[src/rtl/dl_bank_arbiter_if.sv]
// Request/acknowledge bus and latch-bank view for dl_bank_arbiter.
// Handshake: a requester raises REQ with ADDR/D stable and holds all three until it sees
// its ACK pulse. It drops REQ on the edge that ends ACK. A REQ still high in the next IDLE
// cycle counts as a new request.
interface dl_bank_arbiter_if #(
  parameter int DW = 8,
  parameter int AW = 2
);
  localparam int N = 1 << AW;

  logic          i_A_REQ;
  logic [AW-1:0] i_A_ADDR;
  logic [DW-1:0] i_A_D;
  logic          o_A_ACK;
  logic          i_B_REQ;
  logic [AW-1:0] i_B_ADDR;
  logic [DW-1:0] i_B_D;
  logic          o_B_ACK;
  logic [N-1:0]    o_LAT_EN;
  logic [DW-1:0]   o_LAT_D;
  logic [N*DW-1:0] o_Q;
  logic            o_BUSY;

  modport master (
    output i_A_REQ, i_A_ADDR, i_A_D, i_B_REQ, i_B_ADDR, i_B_D,
    input  o_A_ACK, o_B_ACK, o_LAT_EN, o_LAT_D, o_Q, o_BUSY
  );

  modport slave (
    input  i_A_REQ, i_A_ADDR, i_A_D, i_B_REQ, i_B_ADDR, i_B_D,
    output o_A_ACK, o_B_ACK, o_LAT_EN, o_LAT_D, o_Q, o_BUSY
  );
endinterface

[src/rtl/dl_bank_arbiter.sv]
// Round-robin two-port write arbiter driving a one-hot enabled bank of transparent cells.
// o_STATE exposes the sequencer state (0 IDLE, 1 WRITE, 2 ACK).
module dl_bank_arbiter #(
  parameter int DW = 8,
  parameter int AW = 2
) (
  input  logic               i_CLK,
  input  logic               i_RST,
  input  logic               i_CEN_n,
  dl_bank_arbiter_if.slave   bus,
  output logic [1:0]         o_STATE
);
  localparam int N = 1 << AW;

  typedef enum logic [1:0] {
    IDLE  = 2'd0,
    WRITE = 2'd1,
    ACK   = 2'd2
  } state_t;

  state_t        state_q, state_d;
  logic          ptr_q, ptr_d;    // 0 = A has priority on contention
  logic          side_q, side_d;  // 0 = A granted
  logic [AW-1:0] addr_q, addr_d;
  logic [DW-1:0] data_q, data_d;
  logic [N-1:0]  lat_en_q, lat_en_d;
  logic          a_ack_q, a_ack_d;
  logic          b_ack_q, b_ack_d;
  logic          busy_q, busy_d;
  logic          pick;
  logic [DW-1:0] bank_q [N];

  always_comb begin
    state_d = state_q;
    ptr_d   = ptr_q;
    side_d  = side_q;
    addr_d  = addr_q;
    data_d  = data_q;
    pick    = 1'b0;
    unique case (state_q)
      IDLE: begin
        if (bus.i_A_REQ || bus.i_B_REQ) begin
          pick    = (bus.i_A_REQ && bus.i_B_REQ) ? ptr_q : bus.i_B_REQ;
          side_d  = pick;
          addr_d  = pick ? bus.i_B_ADDR : bus.i_A_ADDR;
          data_d  = pick ? bus.i_B_D : bus.i_A_D;
          ptr_d   = ~pick;
          state_d = WRITE;
        end
      end
      WRITE:   state_d = ACK;
      ACK:     state_d = IDLE;
      default: state_d = IDLE;
    endcase

    // Outputs are registered from the next state so they line up with the phase.
    lat_en_d = '0;
    if (state_d == WRITE) lat_en_d[addr_d] = 1'b1;
    a_ack_d = (state_d == ACK) && !side_d;
    b_ack_d = (state_d == ACK) && side_d;
    busy_d  = (state_d != IDLE);
  end

  always_ff @(posedge i_CLK or posedge i_RST) begin
    if (i_RST) begin
      state_q  <= IDLE;
      ptr_q    <= 1'b0;
      side_q   <= 1'b0;
      addr_q   <= '0;
      data_q   <= '0;
      lat_en_q <= '0;
      a_ack_q  <= 1'b0;
      b_ack_q  <= 1'b0;
      busy_q   <= 1'b0;
      for (int k = 0; k < N; k++) bank_q[k] <= '0;
    end else if (!i_CEN_n) begin
      state_q  <= state_d;
      ptr_q    <= ptr_d;
      side_q   <= side_d;
      addr_q   <= addr_d;
      data_q   <= data_d;
      lat_en_q <= lat_en_d;
      a_ack_q  <= a_ack_d;
      b_ack_q  <= b_ack_d;
      busy_q   <= busy_d;
      // The enable closing at the end of WRITE captures the presented data.
      if (state_q == WRITE) bank_q[addr_q] <= data_q;
    end
  end

  // Enabled entry is transparent: it shows the presented data rather than its stored value.
  always_comb begin
    bus.o_Q = '0;
    for (int k = 0; k < N; k++) begin
      bus.o_Q[k*DW +: DW] = lat_en_q[k] ? data_q : bank_q[k];
    end
  end

  assign bus.o_LAT_EN = lat_en_q;
  assign bus.o_LAT_D  = data_q;
  assign bus.o_A_ACK  = a_ack_q;
  assign bus.o_B_ACK  = b_ack_q;
  assign bus.o_BUSY   = busy_q;
  assign o_STATE      = state_q;
endmodule

[src/flat_wrapper.sv]
// flat-port wrapper written by rule: the top's interface ports become plain ports
module dl_bank_arbiter_flat 
#(
  parameter int DW = 8,
  parameter int AW = 2
)
  (i_CLK, i_RST, i_CEN_n, o_STATE, bus_i_A_REQ, bus_i_A_ADDR, bus_i_A_D, bus_i_B_REQ, bus_i_B_ADDR, bus_i_B_D, bus_o_A_ACK, bus_o_B_ACK, bus_o_LAT_EN, bus_o_LAT_D, bus_o_Q, bus_o_BUSY);
  dl_bank_arbiter_if #(.DW(DW), .AW(AW)) bus_i ();
  input  logic i_CLK;
  input  logic i_RST;
  input  logic i_CEN_n;
  output logic [1:0] o_STATE;
  input wire logic [$bits(bus_i.i_A_REQ)-1:0] bus_i_A_REQ;
  input wire logic [$bits(bus_i.i_A_ADDR)-1:0] bus_i_A_ADDR;
  input wire logic [$bits(bus_i.i_A_D)-1:0] bus_i_A_D;
  input wire logic [$bits(bus_i.i_B_REQ)-1:0] bus_i_B_REQ;
  input wire logic [$bits(bus_i.i_B_ADDR)-1:0] bus_i_B_ADDR;
  input wire logic [$bits(bus_i.i_B_D)-1:0] bus_i_B_D;
  output wire logic [$bits(bus_i.o_A_ACK)-1:0] bus_o_A_ACK;
  output wire logic [$bits(bus_i.o_B_ACK)-1:0] bus_o_B_ACK;
  output wire logic [$bits(bus_i.o_LAT_EN)-1:0] bus_o_LAT_EN;
  output wire logic [$bits(bus_i.o_LAT_D)-1:0] bus_o_LAT_D;
  output wire logic [$bits(bus_i.o_Q)-1:0] bus_o_Q;
  output wire logic [$bits(bus_i.o_BUSY)-1:0] bus_o_BUSY;
  assign bus_i.i_A_REQ = bus_i_A_REQ;
  assign bus_i.i_A_ADDR = bus_i_A_ADDR;
  assign bus_i.i_A_D = bus_i_A_D;
  assign bus_i.i_B_REQ = bus_i_B_REQ;
  assign bus_i.i_B_ADDR = bus_i_B_ADDR;
  assign bus_i.i_B_D = bus_i_B_D;
  assign bus_o_A_ACK = bus_i.o_A_ACK;
  assign bus_o_B_ACK = bus_i.o_B_ACK;
  assign bus_o_LAT_EN = bus_i.o_LAT_EN;
  assign bus_o_LAT_D = bus_i.o_LAT_D;
  assign bus_o_Q = bus_i.o_Q;
  assign bus_o_BUSY = bus_i.o_BUSY;
  dl_bank_arbiter #(.DW(DW), .AW(AW)) u_core (.i_CLK(i_CLK), .i_RST(i_RST), .i_CEN_n(i_CEN_n), .bus(bus_i), .o_STATE(o_STATE));
endmodule
[config.mk]
export PLATFORM = sky130hd
export DESIGN_NAME = dl_bank_arbiter_flat
export DESIGN_NICKNAME = d
export VERILOG_FILES = /design/src/rtl/dl_bank_arbiter_if.sv /design/src/rtl/dl_bank_arbiter.sv /design/src/flat_wrapper.sv
export SDC_FILE = /design/constraint.sdc
export NUM_CORES = 1
export LEC_CHECK = 0
export BUFFER_PORTS_ARGS = -buffer_cell sky130_fd_sc_hd__buf_2
export CAP_MARGIN = 0
export CORE_MARGIN = 5
export CORE_UTILIZATION = 25
export DETAILED_ROUTE_END_ITERATION = 10
export HOLD_SLACK_MARGIN = 0.05
export RECOVER_POWER = 25
export SYNTH_ARGS = -nofsm -noshare
export SYNTH_HDL_FRONTEND = slang
export SYNTH_SLANG_ARGS = --single-unit
[constraint.sdc]
create_clock -name i_CLK -period 4.4 [get_ports i_CLK]
set_input_delay 1.32 -clock i_CLK [delete_from_list [all_inputs] [get_ports i_CLK]]
set_output_delay 1.32 -clock i_CLK [all_outputs]
set_load 0.005 [all_outputs]
Yosys cells after proc, flatten, opt, wreduce, memory -nomap -nowiden:

Cells that the tools add are included.

* reduce and logical (&&, ||, !) cells: 11
* equality and inequality tests: 3
* bitwise operators: 3
* multiplexer cells: 19
* magnitude comparators: 4

Operators by type and width (count)
* $mux W8: 6
* $bwmux W32: 1
* $demux W8 S2: 1
* $mux W2: 4
* $logic_and A1 B1 Y1: 5
* $eq A2 B1 Y1 const B: 2
* $mux W1: 4
* $mux W4: 1
* $pmux W2 S2: 1
* $ge A3 B3 Y1 const B: 1
* $lt A2 B3 Y1 const B: 1
* $lt A3 B1 Y1 const B: 1
* $not A2 Y3: 1
* $reduce_and A3 Y1: 1
* $demux W1 S2: 1
* $eq A2 B2 Y1 const B: 1
* $ge A2 B1 Y1 const B: 1
* $logic_not A2 Y1: 1
* $not A1 Y1: 2
* $reduce_and A2 Y1: 1
* $reduce_bool A2 Y1: 1
* $logic_not A1 Y1: 1
* $logic_or A1 B1 Y1: 1

* logic and storage cells: 53
* input port bits: 25
* register bits after elaboration: 53
* output and inout bits: 49

Longest topological paths before layout:

* depth after elaboration: 10
* mapped depth: 6
* mapped depth without buffers: 4

Worst setup path before layout:

No wires, ideal clock.

* path kind: input port to flip-flop
* start: input port i_CEN_n
* end: register u_core.bank_q[10] (netlist bit)
* path slack: 1.774 ns
* path buffers: 1
* arrival time: 2.501 ns
* library setup time: 0.125 ns
* required time: 4.275 ns
* stages: 4
* cell sequence: or3b_1 > buf_2 > nor3b_4 > mux2_2

* cells in the longest elaborated chain, start to end: 2

RTL lines
* start: declaration: line flat_wrapper.sv:11 `input logic i_CEN_n;`
* $not A1 Y1 (no source line)
* $reduce_and A2 Y1 (no source line)
* end signal: indexed assignment: line dl_bank_arbiter.sv:87 `if (state_q == WRITE) bank_q[addr_q] <= data_q;`
* end: declaration: line dl_bank_arbiter.sv:31 `logic [DW-1:0] bank_q [N];`

No other way between the ends.
A chain may end at the register's enable or synchronous reset.

Final worst setup path:

* start: register u_core.lat_en_q[3] (netlist: u_core.bus.o_LAT_EN[3])
* end: output port bus_o_Q[31]

* cells in the longest elaborated chain, start to end: 1

RTL lines
* start: declaration: line dl_bank_arbiter.sv:26 `logic [N-1:0] lat_en_q, lat_en_d;`
* start signal: assignment: line dl_bank_arbiter.sv:82 `lat_en_q <= lat_en_d;`
* $mux W8: line dl_bank_arbiter.sv:95 `bus.o_Q[k*DW +: DW] = lat_en_q[k] ? data_q : bank_q[k];`
* end: declaration: line flat_wrapper.sv:23 `output wire logic [$bits(bus_i.o_Q)-1:0] bus_o_Q;`

No other way between the ends.

==> run metrics <==
H-tree levels=2; CTS tree=built; Routed Antenna Nets=0; clk_lat worst skew=300 ps; Antenna Diode Count=0; Yosys top cell area share=0.516; Post-DP HPWL=roughly 4600 microns; Initial DRC Count=73; row count=37; DRC=0; Peak VDD IR=173 uV; vias per cell=around 4.4; CP Max Fanout=10; Placement Setup Slack=approximately 1400 ps; final worst slack=roughly 1600 ps; number of synthesized register bits=53; gpl congestion=around 0.70; Die Wd=~110 microns; synthesized area=between 2000 and 3000 sq um; Worst slew margin=0.382; vias in the first global route=1,884; largest net degree at the start of global routing=31; Syn Area/Cell=12.4 sq um; Final Total Pwr=1.93 mW; GRT Residual Overflow=0; Leak=around 1.6 nW; Post-synth top flop=dfrtp_1; most frequent cell after synthesis=mux2_2; WP data required=between 3000 and 4000 ps; max-slew violations=0; initial antenna violation count=0; post-CTS setup buffers=0; initial core utilization=0.253; synth top area cells=dfrtp_1, mux2_2, mux2i_1; Yosys top cell by area=dfrtp_1; Synthesis Warnings=0; area occupied by registers=about 1300 sq um; GRT Util Overall=0.104; max_cap viols=0; CTS buffer count=5; vias=1,820; critical path arrival=roughly 1500 ps; Synth async-reset ratio=1.00; Seq/Total Area, Yosys=0.516; first-pass GRT wire length=about 10,000 microns; R2R Path End=u_core.bank_q[10]; R2R cell count=3; transition time of the tightest slew-check pin=927 ps; max incr delay on CP=640 ps; HP Class=reg2reg; drt pass-1 iters=4; CTS root buffer=clkbuf_8; WL per Instance=~15 microns; Hold Path End=u_core.bus.o_BUSY; Cell variety after synth=22; crit-path cells=mux2_2 > buf_2; Tcrit/Tclk final=0.636; Final Hold Fails=0; slack of the worst reg-to-reg path=2450 ps; setup tns final=0 ps; I/O Pins=74; Final Util=0.313; die height=around 110 microns; Area Overhead vs Synth=24.0%; Fillers=approximately 1,000; post-CTS sizing=0; hold depth=2; fin crit period=approximately 2800 ps; Core ar.=a little over 10,000 sq um; setup violators final=0; RSZ-0062 raised after global routing=no; Nets=between 300 and 400; Buffers on Ports=73; Mapped Cells=207; Achievable Freq=about 0.36 GHz; Pwr per Cell Area=about 600 nW/um^2; reg2reg start=u_core.o_STATE[0]; hold_buf cts=0; Critical Path End Type=primary output; clock tree sinks=between 50 and 60; Worst-path clk slew=90 ps; Clock Path Buffers=2; commonest cells in the netlist=mux2_2, dfrtp_1, nand2_1, o21ai_0, mux2i_1; CP max-delay cell=dfrtp_1; EDFF count, synth=0; post-synthesis net count=232; multi-input logic area=between 1000 and 1500 sq um; WHS=about 490 ps; Clock Skew=6.89 ps; CP Class=reg2out; layout cells sized above 1=0.532; crit start category=register; outcome=complete, no violations; Die ar.=around 12,000 sq um; Total Wirelength=6230 microns; hold path startpoint=u_core.bus.o_BUSY
-- metal layers --
layer  vias up  GRT usage  wire length [microns]
met5         -          0                      0
met4         0     0.0341                     77
met3         7     0.0201                    300
met2        46      0.170                   2950
met1       889      0.139                   2910
li1        878          -                      -
-- area by class of cell --
type,count,area share
multi-input combinational,140,0.371
clock inverter,2,0.0122
tap,136,0.0533
sequential,53,0.416
timing repair buffer,76,0.121
clock buffer,6,0.0227
inverter,3,0.00353
-- logic make-up after synthesis --
| logic type | share of synthesized area |
|---|---|
| simple gates | 0.0783 |
| mux | 0.335 |
| buf+inv | 0.0238 |
| flops | 0.516 |
| compound gates | 0.0472 |
-- placed cells by master, fill, tap and decap left out, types with 2 or more instances in the layout --
cell and n:
o21ai_1 2, clkbuf_1 2, o41ai_1 2, inv_1 3, mux2_2 65, mux2i_1 13
dfrtp_1 53, nor3_1 2, nor2_1 4, buf_2 72, nand2_1 25, clkbuf_8 5
nor2b_1 4, buf_4 3, o21ai_0 15
-- critical path: cells and delay by family (launching register included) --
kind / cells / cell delay [ps]
flops: 1 / 640
mux: 1 / 410
buf+inv: 1 / 130
-- power breakdown --
group	total, mW	switching (mW)	leakage (nW)	internal, mW
Clock	0.328	0.157	0.0554	0.171
Sequential	0.925	0.242	0.677	0.684
Combinational	0.678	0.260	0.854	0.418
Total	1.93	0.659	1.59	1.27
-- stage by stage --
step / instances / instance area (sq um)
floorplan: 207 / 2570
global route: 416 / 3190
finish: 416 / 3190
detailed placement: 408 / 3080
CTS: 416 / 3190
global placement: 408 / 3080
-- flip-flops by register name (all words and copies together) (netlist names) --
name / cells
u_core.bank_q: 32
u_core.bus.o_LAT_D: 8
u_core.bus.o_LAT_EN: 4
u_core.addr_q: 2
u_core.o_STATE: 2
u_core.bus.o_A_ACK: 1
u_core.bus.o_BUSY: 1
u_core.bus.o_B_ACK: 1
u_core.ptr_q: 1
u_core.side_q: 1
-- worst max path at each step --
stage,from,endpoint,slack (ps)
after detailed placement,i_CEN_n,u_core.bank_q[10],1440
after global placement,i_CEN_n,u_core.bank_q[11],1490
final,u_core.bus.o_LAT_EN[3],bus_o_Q[31],1600
after floorplan,i_CEN_n,u_core.bank_q[10],1770
after CTS,u_core.bus.o_LAT_EN[0],bus_o_Q[5],1570
after global routing,i_CEN_n,u_core.bank_q[13],1510
(Power assumes the default switching activity.)
